File: src/rtl/serial_paralelo.sv
// Serial-to-parallel receiver for the 32f link: aligns on the comma,
// locks after LOCK_COUNT aligned commas, then emits each byte.
// Ports: clk_32f, reset (sync, active-low), data_in (serial, MSB first)
//        data_out[7:0], valid_out, byte_strobe, active.
module serial_paralelo #(
  parameter logic [7:0] COMMA      = 8'hBC,
  parameter int         LOCK_COUNT = 4
) (
  input  logic       clk_32f,
  input  logic       reset,
  input  logic       data_in,
  output logic [7:0] data_out,
  output logic       valid_out,
  output logic       byte_strobe,
  output logic       active
);

  localparam logic [3:0] LOCK_N = 4'(LOCK_COUNT);

  typedef enum logic [1:0] {
    SEARCH,
    ALIGN,
    LOCKED
  } state_t;

  state_t     state;
  state_t     state_n;
  logic [7:0] sr;
  logic [7:0] word;
  logic [2:0] bit_cnt;
  logic [2:0] bit_cnt_n;
  logic [3:0] comma_cnt;
  logic [3:0] comma_cnt_n;
  logic [7:0] data_n;
  logic       valid_n;
  logic       strobe_n;
  logic       is_comma;
  logic       boundary;

  assign word     = {sr[6:0], data_in};
  assign is_comma = (word == COMMA);
  assign boundary = (bit_cnt == 3'd7);

  always_comb begin
    state_n     = state;
    bit_cnt_n   = bit_cnt + 3'd1;
    comma_cnt_n = comma_cnt;
    data_n      = data_out;
    valid_n     = valid_out;
    strobe_n    = 1'b0;
    unique case (state)
      SEARCH: begin
        // Hunt at every bit offset; a match fixes the byte phase.
        bit_cnt_n = 3'd0;
        if (is_comma) begin
          comma_cnt_n = 4'd1;
          state_n     = (LOCK_N == 4'd1) ? LOCKED : ALIGN;
        end
      end
      ALIGN: begin
        if (boundary) begin
          if (is_comma) begin
            comma_cnt_n = comma_cnt + 4'd1;
            if (comma_cnt + 4'd1 == LOCK_N)
              state_n = LOCKED;
          end else begin
            comma_cnt_n = 4'd0;
            state_n     = SEARCH;
          end
        end
      end
      LOCKED: begin
        if (boundary) begin
          strobe_n = 1'b1;
          if (is_comma) begin
            valid_n = 1'b0;
          end else begin
            data_n  = word;
            valid_n = 1'b1;
          end
        end
      end
      default: begin
        state_n = SEARCH;
      end
    endcase
  end

  always_ff @(posedge clk_32f) begin
    if (!reset) begin
      state       <= SEARCH;
      sr          <= '0;
      bit_cnt     <= '0;
      comma_cnt   <= '0;
      data_out    <= '0;
      valid_out   <= 1'b0;
      byte_strobe <= 1'b0;
      active      <= 1'b0;
    end else begin
      state       <= state_n;
      sr          <= word;
      bit_cnt     <= bit_cnt_n;
      comma_cnt   <= comma_cnt_n;
      data_out    <= data_n;
      valid_out   <= valid_n;
      byte_strobe <= strobe_n;
      active      <= (state_n == LOCKED);
    end
  end

endmodule

File: config.mk
export PLATFORM = sky130hd
export DESIGN_NAME = serial_paralelo
export DESIGN_NICKNAME = d
export VERILOG_FILES = /design/src/rtl/serial_paralelo.sv
export SDC_FILE = /design/constraint.sdc
export NUM_CORES = 1
export LEC_CHECK = 0
export CAP_MARGIN = 20
export CORE_MARGIN = 2
export CORE_UTILIZATION = 52
export DETAILED_ROUTE_END_ITERATION = 6
export PLACE_DENSITY_LB_ADDON = 0.25
export SKIP_LAST_GASP = 1
export SLEW_MARGIN = 20
export SYNTH_ARGS = -nofsm -noshare
export SYNTH_HDL_FRONTEND = slang
export SYNTH_SLANG_ARGS = --single-unit
File: constraint.sdc
create_clock -name clk_32f -period 2.05 [get_ports clk_32f]
set_clock_uncertainty 0.05 [all_clocks]
set_input_delay 0.3075 -clock clk_32f [delete_from_list [all_inputs] [get_ports clk_32f]]
set_output_delay 0.3075 -clock clk_32f [all_outputs]
set_load 0.01 [all_outputs]
==> results by group, run 1 <==
Floorplanning
  • Die ar.: approximately 2500 um2
  • Chip Width: approximately 50 um
  • Die Y: 49.8 um
  • Initial Utilization: ~56%
  • Core area: about 2000 um2
  • Rows: 16
  • I/O pin count: 14

Route
  • DRC: 0
  • DRT iter0 DRCs: 2
  • Routed Wire Length: roughly 1700 um
  • First-pass detailed-route iteration total: 2
  • DR vias: about 730
  • Antenna Nets Post-Route: 0
  • Wire per inst: between 10 and 15 um
  • DR vias/cell: 5.06

Place
  • Gpl congestion: slightly below 0.9
  • HPWL Detailed: ~1300 um
  • Post-place setup slack: -183 ps
  • Placed Cells incl. Taps: 140
  • Port bufs: 13
  • DP Area: about 1300 um2

Clocking
  • CTS sink count: 27
  • Worst skew pair latency: roughly 330 ps
  • Clock transition at path regs: ~150 ps
  • Num CTS Buffers: 3
  • Max clock buf depth: 2
  • CTS Root Buffer Type: clkbuf_4
  • CTS tree: built
  • CTS H-tree lvls: 1
  • Setup repair bufs after CTS: 0
  • Post-CTS resize count: 0
  • Hold buffers post-CTS: 0

Critical path
  • Critical Path End Type: flip-flop
  • Critical Path AT: about 2100 ps
  • Critical Path Max Stage Delay: 620 ps
  • Worst Setup Path Type: primary input to flip-flop
  • Crit-path cells: clkdlybuf4s50_1, or4b_1, buf_4, nor4_4, and3b_1, a21o_1
  • Worst-path fanout max: 5
  • Critical-path top delay cell: or4b_1
  • Required time worst endpoint: approximately 2300 ps
  • CP Launch Type: primary input

STA
  • Final setup TNS: 0 ps
  • Worst slew pin tran: ~380 ps
  • Fmax: roughly 0.53 GHz
  • Slew Viols, Final: 0
  • Final worst slack: about 160 ps
  • Final setup viols: 0
  • Final hold vios: 0
  • RSZ-0062 raised after global routing: no
  • Min Hold Slack: roughly 380 ps
  • Slew margin rel.: between 70% and 80%
  • Period minus WS final: 1890 ps
  • Final period util: between 90% and 100%

Synthesis
  • Mapped Nets: 105
  • Ys flop type: dfxtp_1
  • Gate Count Post-Synth: a little under 100
  • EDFF count, synth: 0
  • Netlist cell types: 31
  • Async set or reset register ratio after synthesis: 0%
  • Sequential share of the synthesized area: 49.6%
  • Mapped Area: between 1000 and 1500 um2
  • Yosys top cell by area: dfxtp_1
  • YS warnings: 0
  • Register bit total from synthesis: 27
  • Synth top area share: 49.6%
  • Synth top area cells: dfxtp_1, mux2i_1, nor2b_1
  • Post-Syn Area per Cell: 11.0 um2

GRT
  • Largest net degree at the start of global routing: 17
  • Gr usage total: 16.2%
  • First-pass GRT wire length: between 3000 and 4000 um
  • Initial antenna violation count: 0
  • Vias in the first global route: between 700 and 800
  • Global route overflow: 0

Pwr
  • P_int: around 610 uW
  • Net Sw Power: approximately 160 uW
  • Sequential Power Share: 68.1%
  • Sw Share: between 20% and 30%
  • VDD IR max: 419 uV
  • Clock power frac: between 20% and 30%
  • Logic gate share of total power: between 2 and 3%
  • Total chip power: slightly below 800 uW
  • P_leak: around 0.57 nW
  • PD cells: between 600 and 700 nW/um2

Finish
  • Share of the core filled with cells: 65.6%
  • Layout cells sized above 1: between 10% and 20%
  • Fin nets: roughly 120
  • Commonest non-fill, non-tap cell in the layout: dfxtp_1
  • Most frequent cells in the layout: dfxtp_1, clkdlybuf4s50_1, nor2b_1, and2_1, mux2i_1
  • Final Non-Filler Cells: ~140
  • Diode count: 0
  • Layout area overhead: 18.1%
  • Post-Layout Inst Area: around 1300 um2

Outcome
  • Outcome: completed

Worst hold path
  • Hold/Removal Path Class: flip-flop to flip-flop

Flow run
  • Total of max-cap violations: 0
==> layer usage <==
metal  GRT usage (%)  up-vias  part of all wire (%)
li1                -      377                     -
met2            24.4       13                    44
met3            3.64        2                   3.3
met4            6.94        0                   1.1
met1            22.3      337                    51
met5               0        -                     0
==> kinds of logic after synthesis <==
family,count (synthesis),synth area share (%)
multiplexers,9,8.27
AND/OR/NAND/NOR,40,23.4
XOR/XNOR,1,0.804
adder cells (fa/ha/maj),3,3.44
flip-flops,27,49.6
AO/OA/AOI/OAI,14,10.7
buffers and inverters,5,3.79
==> registers in the layout, summed over array words and instances (netlist names) <==
name / flops
bit_cnt: 3
state: 2
data_out: 8
comma_cnt: 4
byte_strobe: 1
valid_out: 1
sr: 7
active: 1
==> final timing paths <==
kind	slack [ps]	startpoint	endpoint	cells past startpoint
max reg2reg	220	sr[5]$_SDFF_PN0_	comma_cnt[2]$_SDFFE_PN0P_	5
max	160	data_in	comma_cnt[2]$_SDFFE_PN0P_	6
min reg2reg	380	bit_cnt[0]$_SDFF_PP0_	bit_cnt[0]$_SDFF_PP0_	1
min	380	bit_cnt[0]$_SDFF_PP0_	bit_cnt[0]$_SDFF_PP0_	1
==> power groups by stage <==
stage	Sequential (mW)	Clock, mW	Combinational (mW)
2_1_floorplan	0.541	0	0.0106
3_3_place_gp	0.541	0	0.0205
3_5_place_dp	0.541	0	0.0207
4_1_cts	0.530	0.240	0.0208
5_1_grt	0.531	0.266	0.0229
6_report	0.530	0.228	0.0206
==> critical path: cells and delay by family <==
family                 cells  cell delay, ps
buffers and inverters      2             620
AND/OR/NAND/NOR            3            1100
AO/OA/AOI/OAI              1              80
==> final cells by class <==
cell class	count	area, um2
fillers	178	674
flip-flops and latches	27	541
multi-input cells	67	508
repair buffers	19	175
well taps	27	33.8
clock buffers	3	22.5
clock inverters	1	7.51
==> Yosys cell counts, types with 2 or more instances <==
cell type,number
a22o_1,2
ha_1,3
nand2_1,5
o21ai_1,2
o21a_1,3
clkbuf_1,2
and2_1,9
nand3_1,2
dfxtp_1,27
buf_6,3
nor2b_1,11
mux2i_1,9
nor2_1,3
Note: power is estimated with default switching activity, not from simulation.
==> run 2: changes to the inputs <==
CTS_CLUSTER_DIAMETER = 100   (was unset)
==> results of run 2 <==
Same layout as run 1: the final DEF is identical, and so are final timing and power.
==> run 3: changes to the inputs <==
CORE_MARGIN = unset   (was 2)
PLACE_DENSITY = 0.88   (was unset)
PLACE_DENSITY_LB_ADDON = unset   (was 0.25)
==> results by group, run 3 (synthesized netlist as in run 1, its figures left out) <==
Floorplanning
  • Initial Utilization: 55.5% (unchanged)
  • Core area: 1960 um2 (unchanged)
  • I/O pin count: 14 (unchanged)
  • Die Y: 47.8 um (-4.0%)
  • Rows: 16 (unchanged)
  • Die ar.: 2280 um2 (-7.9%)
  • Chip Width: 47.8 um (-4.0%)

Worst hold path
  • Hold path depth: 1 (unchanged)
  • Hold/Removal Path Class: flip-flop to flip-flop

Route
  • DR vias: 720 (-1.2%)
  • Wire per inst: 12.6 um (+6.0%)
  • DRT iter0 DRCs: 14 (+12)
  • DR vias/cell: 5.07 (+0.16%)
  • First-pass detailed-route iteration total: 4 (+2)
  • Routed Wire Length: 1780 um (+4.6%)
  • DRC: 0 (unchanged)
  • Antenna Nets Post-Route: 0 (unchanged)

GRT
  • Largest net degree at the start of global routing: 23 (+6)
  • Gr usage total: 17.5% (+1.2 points)
  • Global route overflow: 0 (unchanged)
  • Initial antenna violation count: 0 (unchanged)
  • Vias in the first global route: 618 (-13%)
  • First-pass GRT wire length: 2710 um (-13%)

Critical path
  • Critical-path top delay cell: or4b_1
  • Worst Setup Path Type: primary input to flip-flop
  • Worst-path fanout max: 5 (unchanged)
  • R2R cell count: 5 (unchanged)
  • CP Launch Type: primary input
  • Crit-path cells: clkdlybuf4s50_1, or4b_1, buf_4, o311a_2, o21ai_1, a21o_1
  • Critical Path End Type: flip-flop
  • Critical Path AT: 2100 ps (-20 ps)
  • Required time worst endpoint: 2280 ps (about the same)
  • Critical Path Max Stage Delay: 560 ps (-60 ps)

Clocking
  • Post-CTS resize count: 0 (unchanged)
  • Num CTS Buffers: 3 (unchanged)
  • Hold buffers post-CTS: 0 (unchanged)
  • CTS H-tree lvls: 1 (unchanged)
  • Setup repair bufs after CTS: 0 (unchanged)
  • CTS tree: built
  • Clock transition at path regs: 150 ps (about the same)
  • Max clock buf depth: 2 (unchanged)
  • Worst skew pair latency: 330 ps (about the same)
  • CTS Root Buffer Type: clkbuf_4
  • CTS sink count: 27 (unchanged)

Outcome
  • Outcome: completed

STA
  • Min Hold Slack: 383 ps (+0.695 ps)
  • Final period util: 91.2% (-0.77 points)
  • Final setup viols: 0 (unchanged)
  • Slew Viols, Final: 0 (unchanged)
  • Worst slew pin tran: 357 ps (-25.5 ps)
  • Final hold vios: 0 (unchanged)
  • Period minus WS final: 1870 ps (-15.8 ps)
  • RSZ-0062 raised after global routing: no
  • Slew margin rel.: 76.2% (+1.7 points)
  • Fmax: 0.535 GHz (+0.85%)

Finish
  • Commonest non-fill, non-tap cell in the layout: dfxtp_1
  • Post-Layout Inst Area: 1290 um2 (about the same)
  • Layout area overhead: 18.0% (about the same)
  • Fin nets: 122 (-1.6%)
  • Most frequent cells in the layout: dfxtp_1, clkdlybuf4s50_1, nor2b_1, and2_1, mux2i_1
  • Biggest regs: data_out: 8 flops, sr: 7 flops, comma_cnt: 4 flops
  • Layout cells sized above 1: 12.2% (-1.5 points)
  • Diode count: 0 (unchanged)
  • Biggest register: data_out
  • Largest register FFs: 8 (unchanged)

Flow run
  • Total of max-cap violations: 0 (unchanged)

Place
  • Port bufs: 13 (unchanged)
  • HPWL Detailed: 1320 um (+3.3%)
  • DP Area: 1250 um2 (-0.20%)
  • Gpl congestion: 0.895 (+1.3%)

Pwr
  • P_leak: 0.573 nW (+0.34%)
  • PD cells: 615 nW/um2 (+1.7%)
  • VDD IR max: 569 uV (+36%)
run 3: cell types whose count changed in the layout (fill, tap and decap cells not counted), sizes merged:
cell	before	now
clkinvlp	1	0
inv	0	1
buf	6	4
run 3: final timing paths:
path                         start                        end  slack [ps]
max                        data_in  comma_cnt[2]$_SDFFE_PN0P_         180
min          bit_cnt[0]$_SDFF_PP0_      bit_cnt[0]$_SDFF_PP0_         380
max reg2reg       sr[5]$_SDFF_PN0_  comma_cnt[2]$_SDFFE_PN0P_         240
min reg2reg  bit_cnt[0]$_SDFF_PP0_      bit_cnt[0]$_SDFF_PP0_         380
run 3: final cells by class:
type / count / area [um2]
timing repair buffer: 17 / 173
clock inverter: 1 / 8.76
fill: 159 / 676
clock buffer: 3 / 22.5
tap: 27 / 33.8
multi-input combinational: 67 / 508
sequential: 27 / 541
run 3: metrics by stage:
stage	instances	total power [mW]	TNS, ps	util, %	setup WS, ps
after global placement	138	0.560	-844	64.0	-109
after floorplan	99	0.551	0	-	391
final	142	0.791	0	65.6	180
after detailed placement	138	0.561	-1360	64.0	-168
after global routing	142	0.821	0	65.6	101
after CTS	142	0.797	0	65.6	175
run 3: routing by layer:
layer	GRT usage [%]	up-vias	routed length, um
li1	-	373	-
met1	24.0	331	854
met2	25.4	16	844
met3	7.92	0	84
met4	3.33	0	0
met5	0	-	0
run 3: worst max-delay path: cells and delay by family:
family                 cells  cell delay (ps)
and+or+nand+nor            1              560
AOI/OAI and AO/OA          3              620
buffers and inverters      2              620
run 3: report_power, final:
| group | switching, mW | internal (mW) |
|---|---|---|
| clock | 0.161 | 0.0795 |
| sequential | 0.00246 | 0.528 |
| combinational | 0.00901 | 0.0102 |
| total | 0.173 | 0.618 |
